$ cat config.mk
export PLATFORM = sky130hd
export DESIGN_NAME = alu_control_mdu
export DESIGN_NICKNAME = d
export VERILOG_FILES = /design/src/rtl/alu_control_mdu.sv
export SDC_FILE = /design/constraint.sdc
export NUM_CORES = 1
export LEC_CHECK = 0
export BUFFER_PORTS_ARGS = -buffer_cell sky130_fd_sc_hd__buf_4
export CAP_MARGIN = 30
export CORE_ASPECT_RATIO = 1.1
export CORE_MARGIN = 4
export CORE_UTILIZATION = 61
export DETAILED_ROUTE_END_ITERATION = 6
export PLACE_DENSITY = 0.92
export SLEW_MARGIN = 20
export SYNTH_ARGS = -nofsm -noshare
export SYNTH_HDL_FRONTEND = slang
export SYNTH_SLANG_ARGS = --single-unit
$ cat constraint.sdc
create_clock -name clk -period 6.05 [get_ports clk]
set_input_delay 0.9075 -clock clk [delete_from_list [all_inputs] [get_ports clk]]
set_output_delay 0.9075 -clock clk [all_outputs]
set_load 0.05 [all_outputs]
$ cat src/rtl/alu_control_mdu.sv
// ALU control decoder with an iterative multiply/divide unit (MDU).
// Decodes aluop/funct into an ALU select and the jr, illegal and mfhi/mflo flags.
// Owns the HI/LO registers and raises a pipeline stall for HI/LO users while the MDU is active.
//
// Handshake: an MDU request (mult/multu/div/divu) or mthi/mtlo is accepted on a rising
// edge where valid_i=1 and stall=0. stall is high only while the MDU is in RUN or DONE
// and the EX instruction touches HI/LO. A stalled instruction holds its inputs until
// stall drops. No other instruction is ever stalled.
//
// DATA_W must be even and at least 4. 2**CNT_W must be greater than DATA_W.
module alu_control_mdu #(
    parameter int DATA_W = 32,
    parameter int CNT_W  = 6
) (
    input  logic              clk,
    input  logic              rst_n,
    input  logic              valid_i,
    input  logic [2:0]        aluop,
    input  logic [5:0]        funct,
    input  logic [DATA_W-1:0] rs_val,
    input  logic [DATA_W-1:0] rt_val,
    output logic [3:0]        alu_sel,
    output logic              jumpreg,
    output logic              illegal,
    output logic              mf_hi,
    output logic              mf_lo,
    output logic [DATA_W-1:0] hi,
    output logic [DATA_W-1:0] lo,
    output logic              busy,
    output logic              done,
    output logic              stall
);

    // ALU select codes
    localparam logic [3:0] ALU_ADD  = 4'd0;
    localparam logic [3:0] ALU_SUB  = 4'd1;
    localparam logic [3:0] ALU_AND  = 4'd2;
    localparam logic [3:0] ALU_OR   = 4'd3;
    localparam logic [3:0] ALU_NOR  = 4'd4;
    localparam logic [3:0] ALU_SLT  = 4'd5;
    localparam logic [3:0] ALU_SLL  = 4'd6;
    localparam logic [3:0] ALU_SRL  = 4'd7;
    localparam logic [3:0] ALU_SRA  = 4'd8;
    localparam logic [3:0] ALU_XOR  = 4'd9;
    localparam logic [3:0] ALU_SLTU = 4'd10;

    // R-type funct codes
    localparam logic [5:0] F_SLL   = 6'h00;
    localparam logic [5:0] F_SRL   = 6'h02;
    localparam logic [5:0] F_SRA   = 6'h03;
    localparam logic [5:0] F_JR    = 6'h08;
    localparam logic [5:0] F_MFHI  = 6'h10;
    localparam logic [5:0] F_MTHI  = 6'h11;
    localparam logic [5:0] F_MFLO  = 6'h12;
    localparam logic [5:0] F_MTLO  = 6'h13;
    localparam logic [5:0] F_MULT  = 6'h18;
    localparam logic [5:0] F_MULTU = 6'h19;
    localparam logic [5:0] F_DIV   = 6'h1A;
    localparam logic [5:0] F_DIVU  = 6'h1B;
    localparam logic [5:0] F_ADD   = 6'h20;
    localparam logic [5:0] F_SUB   = 6'h22;
    localparam logic [5:0] F_AND   = 6'h24;
    localparam logic [5:0] F_OR    = 6'h25;
    localparam logic [5:0] F_XOR   = 6'h26;
    localparam logic [5:0] F_NOR   = 6'h27;
    localparam logic [5:0] F_SLT   = 6'h2A;
    localparam logic [5:0] F_SLTU  = 6'h2B;

    typedef enum logic [1:0] {
        S_IDLE = 2'd0,
        S_RUN  = 2'd1,
        S_DONE = 2'd2
    } state_t;

    state_t              state_q;
    logic [CNT_W-1:0]    cnt_q;
    logic [DATA_W-1:0]   acc_q;      // partial product high half / partial remainder
    logic [DATA_W-1:0]   quo_q;      // multiplier shifting out / dividend shifting out, quotient in
    logic [DATA_W-1:0]   opb_q;      // multiplicand or divisor magnitude
    logic                is_div_q;
    logic                neg_res_q;  // negate product or quotient
    logic                neg_rem_q;  // negate remainder (dividend was negative)
    logic                dbz_q;      // divisor was zero
    logic [DATA_W-1:0]   hi_q;
    logic [DATA_W-1:0]   lo_q;

    logic                is_rtype;
    logic                is_mdu_op;
    logic                is_hilo_op;
    logic                start;
    logic                mthi_we;
    logic                mtlo_we;
    logic                op_signed;
    logic                sign_a;
    logic                sign_b;
    logic [DATA_W-1:0]   mag_a;
    logic [DATA_W-1:0]   mag_b;

    logic [DATA_W:0]     mul_sum;
    logic [DATA_W:0]     div_shift;
    logic                div_ge;
    logic [DATA_W-1:0]   step_acc;
    logic [DATA_W-1:0]   step_quo;
    logic [2*DATA_W-1:0] prod;
    logic [2*DATA_W-1:0] prod_s;
    logic [DATA_W-1:0]   res_hi;
    logic [DATA_W-1:0]   res_lo;

    // Combinational ALU-control decode; every output has a default so nothing latches
    always_comb begin
        alu_sel = ALU_ADD;
        jumpreg = 1'b0;
        illegal = 1'b0;
        mf_hi   = 1'b0;
        mf_lo   = 1'b0;
        case (aluop)
            3'b000: alu_sel = ALU_ADD;
            3'b001: alu_sel = ALU_SUB;
            3'b011: alu_sel = ALU_AND;
            3'b100: alu_sel = ALU_OR;
            3'b101: alu_sel = ALU_XOR;
            3'b110: alu_sel = ALU_SLT;
            3'b111: alu_sel = ALU_SLTU;
            3'b010: begin
                case (funct)
                    F_ADD:   alu_sel = ALU_ADD;
                    F_SUB:   alu_sel = ALU_SUB;
                    F_AND:   alu_sel = ALU_AND;
                    F_OR:    alu_sel = ALU_OR;
                    F_NOR:   alu_sel = ALU_NOR;
                    F_SLT:   alu_sel = ALU_SLT;
                    F_SLTU:  alu_sel = ALU_SLTU;
                    F_XOR:   alu_sel = ALU_XOR;
                    F_SLL:   alu_sel = ALU_SLL;
                    F_SRL:   alu_sel = ALU_SRL;
                    F_SRA:   alu_sel = ALU_SRA;
                    F_JR:    jumpreg = 1'b1;
                    F_MFHI:  mf_hi   = 1'b1;
                    F_MFLO:  mf_lo   = 1'b1;
                    F_MTHI, F_MTLO, F_MULT, F_MULTU, F_DIV, F_DIVU: alu_sel = ALU_ADD;
                    default: illegal = 1'b1;
                endcase
            end
            default: alu_sel = ALU_ADD;
        endcase
    end

    // Request classification, stall and operand magnitudes for the MDU
    always_comb begin
        is_rtype   = (aluop == 3'b010);
        is_mdu_op  = (funct[5:2] == 4'b0110);   // 0x18..0x1B
        is_hilo_op = (funct[5:2] == 4'b0100);   // 0x10..0x13
        stall      = valid_i & is_rtype & (is_mdu_op | is_hilo_op) & (state_q != S_IDLE);
        start      = valid_i & is_rtype & is_mdu_op & ~stall;
        mthi_we    = valid_i & is_rtype & (funct == F_MTHI) & ~stall;
        mtlo_we    = valid_i & is_rtype & (funct == F_MTLO) & ~stall;
        op_signed  = ~funct[0];                 // mult and div are the signed forms
        sign_a     = op_signed & rs_val[DATA_W-1];
        sign_b     = op_signed & rt_val[DATA_W-1];
        mag_a      = sign_a ? -rs_val : rs_val;
        mag_b      = sign_b ? -rt_val : rt_val;
    end

    // One radix-2 step: shift-add multiply or restoring divide on magnitudes
    always_comb begin
        mul_sum   = {1'b0, acc_q} + ({1'b0, opb_q} & {(DATA_W+1){quo_q[0]}});
        div_shift = {acc_q, quo_q[DATA_W-1]};
        div_ge    = (div_shift >= {1'b0, opb_q});
        if (is_div_q) begin
            // When the divisor fits under the shifted remainder the true difference is below 2**DATA_W
            step_acc = div_ge ? (div_shift[DATA_W-1:0] - opb_q) : div_shift[DATA_W-1:0];
            step_quo = {quo_q[DATA_W-2:0], div_ge};
        end else begin
            step_acc = mul_sum[DATA_W:1];
            step_quo = {mul_sum[0], quo_q[DATA_W-1:1]};
        end
    end

    // Sign correction of the final step; a zero divisor leaves the dividend as remainder naturally
    always_comb begin
        prod   = {step_acc, step_quo};
        prod_s = neg_res_q ? -prod : prod;
        if (is_div_q) begin
            res_lo = dbz_q ? {DATA_W{1'b1}} : (neg_res_q ? -step_quo : step_quo);
            res_hi = neg_rem_q ? -step_acc : step_acc;
        end else begin
            res_hi = prod_s[2*DATA_W-1:DATA_W];
            res_lo = prod_s[DATA_W-1:0];
        end
    end

    // MDU state machine with HI/LO registers
    always_ff @(posedge clk or negedge rst_n) begin
        if (!rst_n) begin
            state_q   <= S_IDLE;
            cnt_q     <= '0;
            acc_q     <= '0;
            quo_q     <= '0;
            opb_q     <= '0;
            is_div_q  <= 1'b0;
            neg_res_q <= 1'b0;
            neg_rem_q <= 1'b0;
            dbz_q     <= 1'b0;
            hi_q      <= '0;
            lo_q      <= '0;
        end else begin
            // mthi/mtlo can only be accepted in IDLE, so they never collide with a completion
            if (mthi_we) hi_q <= rs_val;
            if (mtlo_we) lo_q <= rs_val;
            case (state_q)
                S_IDLE: begin
                    if (start) begin
                        state_q   <= S_RUN;
                        cnt_q     <= CNT_W'(DATA_W);
                        is_div_q  <= funct[1];
                        neg_res_q <= sign_a ^ sign_b;
                        neg_rem_q <= sign_a;
                        dbz_q     <= (rt_val == '0);
                        acc_q     <= '0;
                        quo_q     <= mag_a;
                        opb_q     <= mag_b;
                    end
                end
                S_RUN: begin
                    acc_q <= step_acc;
                    quo_q <= step_quo;
                    cnt_q <= cnt_q - CNT_W'(1);
                    if (cnt_q == CNT_W'(1)) begin
                        state_q <= S_DONE;
                        hi_q    <= res_hi;
                        lo_q    <= res_lo;
                    end
                end
                S_DONE:  state_q <= S_IDLE;
                default: state_q <= S_IDLE;
            endcase
        end
    end

    assign hi   = hi_q;
    assign lo   = lo_q;
    assign busy = (state_q == S_RUN);
    assign done = (state_q == S_DONE);

endmodule

==> out/results.env <==
TIMING.CRITICAL_PATH.BUF_INV=0
TIMING.FINAL.CRIT_PERIOD_PS=5480
RSZ0062_AT_GRT='no'
CP_COMMON_CELL='o21ai_0'
LAYOUT.NETS=2285
PLACE.PORT_BUFFERS=150
STATUS='complete, but fails checks'
FLOORPLAN.IO_PINS=151
ROUTED_WIRELENGTH_UM=54200
SYN-MEAN-INSTANCE-AREA_UM2=7.80
PRECTSSETUPSLACK_PS=759
CAP_VIOLATIONS=0
MOST_COMMON_FLOP_CELL_MAPPED_BY_YOSYS='dfrtp_1'
DIE_HEIGHT_UM=178
PLACED_AREA_UM2=17400
FP.DIEAREA_UM2=29000
DRC=2
DIE_WIDTH_UM=163
MAPPEDNETLISTAREA_UM2=16100
FINALSETUPVIOLATIONS=0
GRT_PASS1_WL_UM=86100
ANTENNA_CELLS=0
CLK_PIN_SLEW_WORST_SETUP_HOLD_PATHS_PS=90
HOLD_PATH.CLASS='in -> async'
CP-END-KIND='flip-flop'
POST-ROUTE-CELL-AREA_UM2=18000
TIMING.CLOCK.SKEW_PS=19.9
YOSYS_REGISTER_BITS=172
CRIT_TYPE='reg -> reg'
TOTALNEGATIVESETUPSLACK_PS=0
AREA_GROWTH_PCT=11.9
TYPE_OF_ELEMENT_LAUNCHING_THE_CRITICAL_PATH='flip-flop'
FLOORPLAN.ROWS=62
CTS-ROOT-TO-SINK-BUFFERS=2
SYNTH.YOSYS.WARNINGS=0
GRT_PASS1_VIAS=16373
NETLIST.AREA_LEADER.SHARE_PCT=26.7
POST_CTS_BUFFERS=0
HOLD_VIOLATIONS=0
TIMING.CRITICAL_PATH.MAX_DELAY_FAMILY='compound AO/OA/AOI/OAI gates'
CORE_AREA_UM2=26100
CRITICAL-PATH-MAX-STAGE-DELAY_PS=470
DISTINCT_CELLS_SYNTH=104
NUMBER_OF_VIAS_PER_CELL_AFTER_DETAILED_ROUTING=6.85
CLOCK_TREE.HTREE_LEVEL_COUNT=4
SEQ_AREA_FRAC_SYNTH_PCT=26.7
GRT_USE_TOTAL_PCT=36.6
PLACEDCELLCOUNT=2469
CLOCK_SINKS=172
SYNTH.LARGEST_AREA_CELL='dfrtp_1'
TIGHTEST_SLEW_PS=920
HPWL_UM=40100
LAYOUT.CORE_UTILIZATION_PCT=69.1
SYNTH_ENABLE_FLOP_CELLS=0
OVERFLOW=0
FAILED_CHECKS='design-rule violations'
PLACE_CONGESTION=0.999
WORST_SLEW_MARGIN_RELATIVE_TO_ITS_LIMIT_PCT=38.5
FILLCELLCOUNT=2095
CLK_ROOT_BUFFER_CELL='clkbuf_16'
GRT_ANTENNA_BEFORE_REPAIR=0
VDD_IR_DROP_MAX_uV=237
VIA_COUNT=17134
MAX_FREQ_MHz=182
MIN_PERIOD_OVER_PERIOD_PCT=90.7
CTSHOLDBUFFERS=0
INITIAL_STANDARD_CELL_UTILIZATION_OF_THE_CORE_PCT=61.7
POWER_PER_CELL_AREA_nW_PER_UM2=440
CTS-BUFFERS-INSERTED=17
POST_SYNTHESIS_NET_COUNT=2210
FINAL_LAYOUT_SIZE_SUFFIX_GT1_SHARE_PCT=13.3
LEAKAGEPOWER_nW=7.72
DRV_SLEW=0
ROUTE.DETAILED.WL_PER_INST_UM=21.7
ARRIVAL_PS=5830
POST_SYNTH_INST_COUNT=2062
FIRSTDRTPASSITERS=7
CRIT_PATH_MAX_FANOUT=16
ASYNC_SET_RESET_FLOP_SHARE_OUT_OF_SYNTHESIS_PCT=100
WORSTSKEWPAIRLATENCY_PS=450
FINAL_CELL_COUNT_NO_FILL=2501
SYNTHTOPCELLSBYAREA='dfrtp_1 (27%), nand2_1 (6.5%), ha_1 (5.4%), o21ai_0 (5.4%), xnor2_1 (5.1%)'
ANT_NETS=0
GRT_MAX_DEGREE=69
LAYOUT.CELLS.MOST_COMMON_LIST='nand2_1 (277), buf_4 (187), o21ai_0 (175)'
CP_SLOWEST_CELL='a21oi_1'
WORST_EP_REQUIRED_TIME_PS=6400
FIRST_ITER_VIOLATIONS=2110
TIMING.CRITICAL_PATH.CELLS='ha_1 -> a21o_1 -> a31oi_2 -> a2111oi_4 -> o211a_4 -> nor2_2 -> nand2_1 -> o21ai_0 -> ha_1 -> o21ai_0 -> nor3_1 -> nand4_1 -> nor2_1 -> nand4b_1 -> a21oi_1 -> a21boi_1 -> nor2_1 -> a21oi_1 -> o21ai_0 -> a311oi_1'
CTS-RESIZED-GATES=0
LEADING_CELL_TYPE_IN_THE_LAYOUT_FILL_AND_TAPS_EXCLUDED='nand2_1'
TRITONCTS='yes'
FIN_WS_PS=565
-- through the flow --
stage                     hold WS [ps]  total power, W
after floorplan                    447         0.00513
after global placement             463         0.00645
after detailed placement           477         0.00657
after CTS                          404         0.00770
after global routing               420         0.00829
final                              374         0.00791
-- area by class of cell --
class / count / area, um^2 / area share, %
sequential: 172 / 4310 / 23.9
timing repair buffer: 189 / 1440 / 7.97
clock inverter: 14 / 149 / 0.827
inverter: 77 / 289 / 1.61
multi-input combinational: 1680 / 11000 / 60.9
clock buffer: 17 / 425 / 2.36
tap: 352 / 440 / 2.45
-- cells by family after synthesis --
family / count (synthesis) / share of synthesized area [%]
xor gates and xnor gates: 155 / 8.44
buffers and inverters: 210 / 5.35
AOI/OAI and AO/OA: 617 / 25.8
DFF: 172 / 26.7
and+or+nand+nor: 768 / 23.7
adders and majority gates: 72 / 5.69
muxes: 68 / 4.29
-- worst paths after layout --
kind	cells past startpoint	slack, ps	end	startpoint
worst min register to register	1	490	cnt_q[4]	cnt_q[4]
worst max register to register	20	570	hi[30]	acc_q[3]
max in group asynchronous	2	4400	acc_q[12]	rst_n
min in group clk	1	490	cnt_q[4]	cnt_q[4]
worst max-delay path	20	570	hi[30]	acc_q[3]
worst min-delay path	1	370	lo[7]	rst_n
-- worst register-to-register path, delay by kind of cell, from the launching register on --
kind / cells / cell delay [ps]
flops: 1 / 450
simple gates: 7 / 1340
fa+ha+maj: 2 / 720
compound gates: 11 / 2880
-- metal layers --
| metal | routed length, um | GRT usage (%) | vias to the layer above |
|---|---|---|---|
| met1 | 20100 | 46.4 | 7939 |
| met2 | 24800 | 59.6 | 1235 |
| met4 | 3190 | 19.5 | 0 |
| li1 | - | - | 7683 |
| met5 | 0 | 0 | - |
| met3 | 6160 | 6.52 | 277 |
-- synth_stat cells (all sizes together), types with 6 or more instances --
library cell / number
a22oi: 9
buf: 32
a311oi: 7
o22ai: 6
a32oi: 34
o31ai: 25
nand2b: 26
a211oi: 25
nor3b: 8
or3: 24
and4: 8
a21o: 18
a21oi: 143
ha: 70
o41ai: 7
clkbuf: 101
nor2: 126
or4: 13
a21boi: 12
mux2i: 60
nor2b: 20
o211a: 7
dfrtp: 172
and2: 38
xnor2: 94
nand3: 77
nand2: 278
nor4: 21
nand3b: 10
inv: 75
xor2: 61
o21a: 8
o21ai: 185
a41oi: 6
nor3: 61
o221ai: 32
nand4: 21
a31oi: 20
and3: 11
or2: 8
mux2: 8
o211ai: 18
-- sequential cells by signal (all words and copies together), names as in the netlist --
name,count
acc_q,32
cnt_q,6
dbz_q,1
hi,32
is_div_q,1
lo,32
neg_rem_q,1
neg_res_q,1
opb_q,32
quo_q,32
state_q,2
-- power by group --
part / switching, W / leakage (nW) / internal (W)
clock: 0.000573 / 0.279 / 0.000549
sequential: 0.000332 / 2.07 / 0.00137
combinational: 0.00323 / 5.37 / 0.00186
total: 0.00414 / 7.72 / 0.00377
Power figures use the tool's default switching activity.
